$ cat src/rtl/result_select_reg.sv
// rtl/result_select_reg.sv - registered sum/carry display selector with manual and auto-alternate views
module result_select_reg #(
    parameter int WIDTH = 4,
    parameter int DWELL = 50_000_000,
    parameter int CNT_W = 26
) (
    input  logic             clk,
    input  logic             rst_n,
    input  logic [WIDTH-1:0] s,
    input  logic             cout,
    input  logic             in_valid,
    input  logic             sel,
    input  logic             mode,
    output logic [WIDTH-1:0] o,
    output logic             o_valid,
    output logic             showing_sum
);

    typedef enum logic {
        SHOW_CARRY = 1'b0,
        SHOW_SUM   = 1'b1
    } view_t;

    localparam logic [CNT_W-1:0] DWELL_LAST = CNT_W'(DWELL - 1);

    logic [WIDTH-1:0] s_q, s_d;
    logic             cout_q, cout_d;
    logic [WIDTH-1:0] o_q, o_d;
    logic             o_valid_q, o_valid_d;
    logic             mode_q, mode_d;
    logic [CNT_W-1:0] cnt_q, cnt_d;
    view_t            state_q, state_d;

    logic [WIDTH-1:0] d_s;
    logic             d_c;

    always_comb begin
        s_d       = s_q;
        cout_d    = cout_q;
        o_valid_d = o_valid_q;
        if (in_valid) begin
            s_d       = s;
            cout_d    = cout;
            o_valid_d = 1'b1;
        end
        // Fresh data bypasses the capture register so o updates with 1-cycle latency.
        d_s    = in_valid ? s : s_q;
        d_c    = in_valid ? cout : cout_q;
        mode_d = mode;
    end

    always_comb begin
        state_d = state_q;
        cnt_d   = '0;
        if (!mode || !mode_q) begin
            // Manual mode, or first auto cycle: start from sel with a fresh dwell.
            state_d = sel ? SHOW_SUM : SHOW_CARRY;
            cnt_d   = '0;
        end else if (cnt_q == DWELL_LAST) begin
            state_d = (state_q == SHOW_SUM) ? SHOW_CARRY : SHOW_SUM;
            cnt_d   = '0;
        end else begin
            cnt_d = cnt_q + CNT_W'(1);
        end
    end

    always_comb begin
        o_d    = '0;
        o_d[0] = d_c;
        if (state_d == SHOW_SUM) begin
            o_d = d_s;
        end
    end

    always_ff @(posedge clk or negedge rst_n) begin
        if (!rst_n) begin
            s_q       <= '0;
            cout_q    <= 1'b0;
            o_q       <= '0;
            o_valid_q <= 1'b0;
            mode_q    <= 1'b0;
            cnt_q     <= '0;
            state_q   <= SHOW_CARRY;
        end else begin
            s_q       <= s_d;
            cout_q    <= cout_d;
            o_q       <= o_d;
            o_valid_q <= o_valid_d;
            mode_q    <= mode_d;
            cnt_q     <= cnt_d;
            state_q   <= state_d;
        end
    end

    assign o           = o_q;
    assign o_valid     = o_valid_q;
    assign showing_sum = (state_q == SHOW_SUM);

endmodule
$ cat config.mk
export PLATFORM = sky130hd
export DESIGN_NAME = result_select_reg
export DESIGN_NICKNAME = d
export VERILOG_FILES = /design/src/rtl/result_select_reg.sv
export SDC_FILE = /design/constraint.sdc
export NUM_CORES = 1
export LEC_CHECK = 0
export CAP_MARGIN = 40
export CORE_MARGIN = 5
export CORE_UTILIZATION = 60
export DETAILED_ROUTE_END_ITERATION = 12
export PLACE_DENSITY = 0.83
export REMOVE_ABC_BUFFERS = 1
export SLEW_MARGIN = 20
export SYNTH_ARGS = -nofsm -noshare
export SYNTH_HDL_FRONTEND = slang
export SYNTH_SLANG_ARGS = --single-unit
$ cat constraint.sdc
create_clock -name clk -period 5.55 [get_ports clk]
set_input_delay 1.665 -clock clk [delete_from_list [all_inputs] [get_ports clk]]
set_output_delay 1.665 -clock clk [all_outputs]
set_load 0.1 [all_outputs]
==> results by group <==
Clocking
  – Clock Latency Late Sink: 0.34 ns
  – Setup bufs post-CTS: 0
  – Num Clock Sinks: 38
  – Post-CTS resize count: 0
  – Cts bufs inserted: 5
  – H-tree Lvls: 2
  – CTS tree: built
  – Clock Tree Buf Depth: 2
  – Worst-path clk slew: 0.11 ns
  – Hold_buf cts: 0
  – Root Buffer Master: clkbuf_4

Timing
  – Least-Margin Pin Slew: 0.812 ns
  – Final hold vios: 0
  – Fmax: 0.320 GHz
  – Clock Skew: 0.00451 ns
  – RSZ-0062 raised after global routing: no
  – Final Max Slew Viols: 0
  – Max-Slew Margin vs Limit: 45.4%
  – Setup violations, final: 0
  – Fin crit share: 56.4%
  – Min Tclk post-route: 3.13 ns
  – Setup TNS: 0 ns

Synthesis
  – Seq cells post-synth: 38
  – Post-synthesis sequential area ratio: 55.6%
  – Syn Area/Cell: 10.9 um^2
  – Ys flop type: dfrtp_1
  – EDFF count, synth: 0
  – Most frequent cell after synthesis: dfrtp_1
  – Synth top area cells: dfrtp_1, xor2_1, nor2_1
  – Synthesis Warnings: 0
  – FFs w/ async S/R, synth: 100%
  – Netlist Area Pre-Place: 0.00171 mm^2
  – Synth Instances: 157
  – Most common library cells after synthesis: dfrtp_1, nor2_1, xor2_1
  – Synth unique cells: 26
  – Area share of the leading cell type in the synthesized netlist: 55.6%
  – Post-synth top area cell: dfrtp_1

Worst setup path
  – Arr. time, crit path: 1.46 ns
  – Reg2reg end: o[0]
  – Worst EP required: 3.88 ns
  – Crit. Startpoint: showing_sum
  – R2r worst-path depth: 5
  – Maximum fanout along the worst path: 3
  – Reg2reg start: cnt_q[7]
  – R2r setup slk: 3.22 ns
  – Crit. End Element: output port
  – Startpoint Class: flip-flop
  – Worst Setup Path Type: reg -> out

Floorplanning
  – Initial Util: 62.6%
  – Core area: 0.00273 mm^2
  – Ports: 16
  – Width of the die: 63.4 um
  – Die area: 0.00402 mm^2
  – Die Y: 63.4 um
  – # rows: 19

Power and ir drop
  – Worst VDD drop: 0.197 mV
  – Leakage: 0.828 nW
  – Power Density: 249 mW/mm^2
  – Tot Pwr: 0.512 mW

Routing
  – Initial DRC count: 50
  – # DRC: 0
  – Vias per cell: 5.55
  – Routed Antenna Nets: 0
  – WL final: 3.19 mm
  – Mean routed wirelength per cell: 14.8 um
  – Via count: 1198
  – First-pass DRT Iterations: 4

Place
  – Buffers on Ports: 15
  – Gpl congestion: 0.805
  – DP Wirelength: 2.32 mm
  – Placed cell areas: 0.00200 mm^2

Global route
  – GR Layer Usage met2: 30.2%
  – Grt peak-use layer: met2
  – Global-route wire length before repair: 5.83 mm
  – Initial antenna violation count: 0
  – Grt met3 use: 6.22%
  – Vias in the first global route: 1245
  – Largest net degree at the start of global routing: 39
  – All-Layer GR Usage: 18.4%
  – Global routing usage on met1: 22.7%
  – GRT overflow: 0

Layout
  – Design Area, Final: 0.00206 mm^2
  – Layout Utilization: 75.3%
  – Layout cells sized above 1: 14.6%
  – Area growth from synthesis to layout: 20.2%
  – Antenna cells: 0
  – Fin nets: 195

Run
  – Max-cap viol count: 0

Outcome
  – Status: completed

Min path
  – Hold WC Path Type: reg -> reg
  – Hold path startpoint: cnt_q[0]
  – Hold EP: cnt_q[0]
  – Hold depth: 1
where the power goes:
part	switching, mW	internal [mW]
logic	0.0465	0.0292
clock network	0.0877	0.0614
registers	0.00258	0.285
total	0.137	0.376
state kept, by name (all words and copies together) (netlist names):
name and flops:
cout_q 1, o 4, mode_q 1, o_valid 1
showing_sum 1, s_q 4, cnt_q 26
placed cells by master, fill, tap and decap left out, types with 5 or more instances in the layout:
| cell | count |
|---|---|
| dfrtp_1 | 38 |
| nor2_1 | 28 |
| clkdlybuf4s50_1 | 15 |
| xor2_1 | 14 |
| nand3_1 | 12 |
| nand2_1 | 10 |
| xnor2_1 | 10 |
| and2_1 | 6 |
| nand4_1 | 6 |
| buf_8 | 6 |
| mux2_2 | 5 |
| clkbuf_4 | 5 |
worst max path at each step:
stage | end | cells past startpoint
floorplan | cnt_q[10] | 5
global placement | showing_sum | 1
CTS | showing_sum | 2
detailed placement | o[0] | 5
finish | showing_sum | 2
global route | showing_sum | 2
worst max-delay path, cell delays in order, from the launching register on:
cell and delay [ns]:
dfrtp_1 0.37, clkdlybuf4s50_1 0.54, buf_8 0.21
cells by family after synthesis:
family	count (synthesis)	share of synthesized area [%]
multiplexers	6	3.95
adder cells (fa/ha/maj)	1	0.731
AO/OA/AOI/OAI	3	1.61
flip-flops	38	55.6
buffers and inverters	6	1.39
XOR/XNOR	24	12.3
AND/OR/NAND/NOR	79	24.5
final cells by class:
class	count	area, um^2
clock inverter	1	5.00
tap	31	38.8
clock buffer	7	55.1
inverter	3	11.3
fill	187	676
multi-input combinational	113	742
sequential	38	951
timing repair buffer	23	255
stage by stage:
step	setup WS [ns]	instances	hold WS, ns
floorplan	2.90	154	0.455
global placement	2.41	202	0.445
detailed placement	2.34	208	0.478
CTS	2.41	216	0.493
global route	2.35	216	0.521
finish	2.42	216	0.489
per-layer routing:
metal  part of all wire, %  vias to the layer above
li1                      -                      588
met1                    45                      577
met2                    49                       27
met3                   5.1                        6
met4                   1.3                        0
met5                     0                        -
No activity file was read; power rests on OpenSTA's default activity.
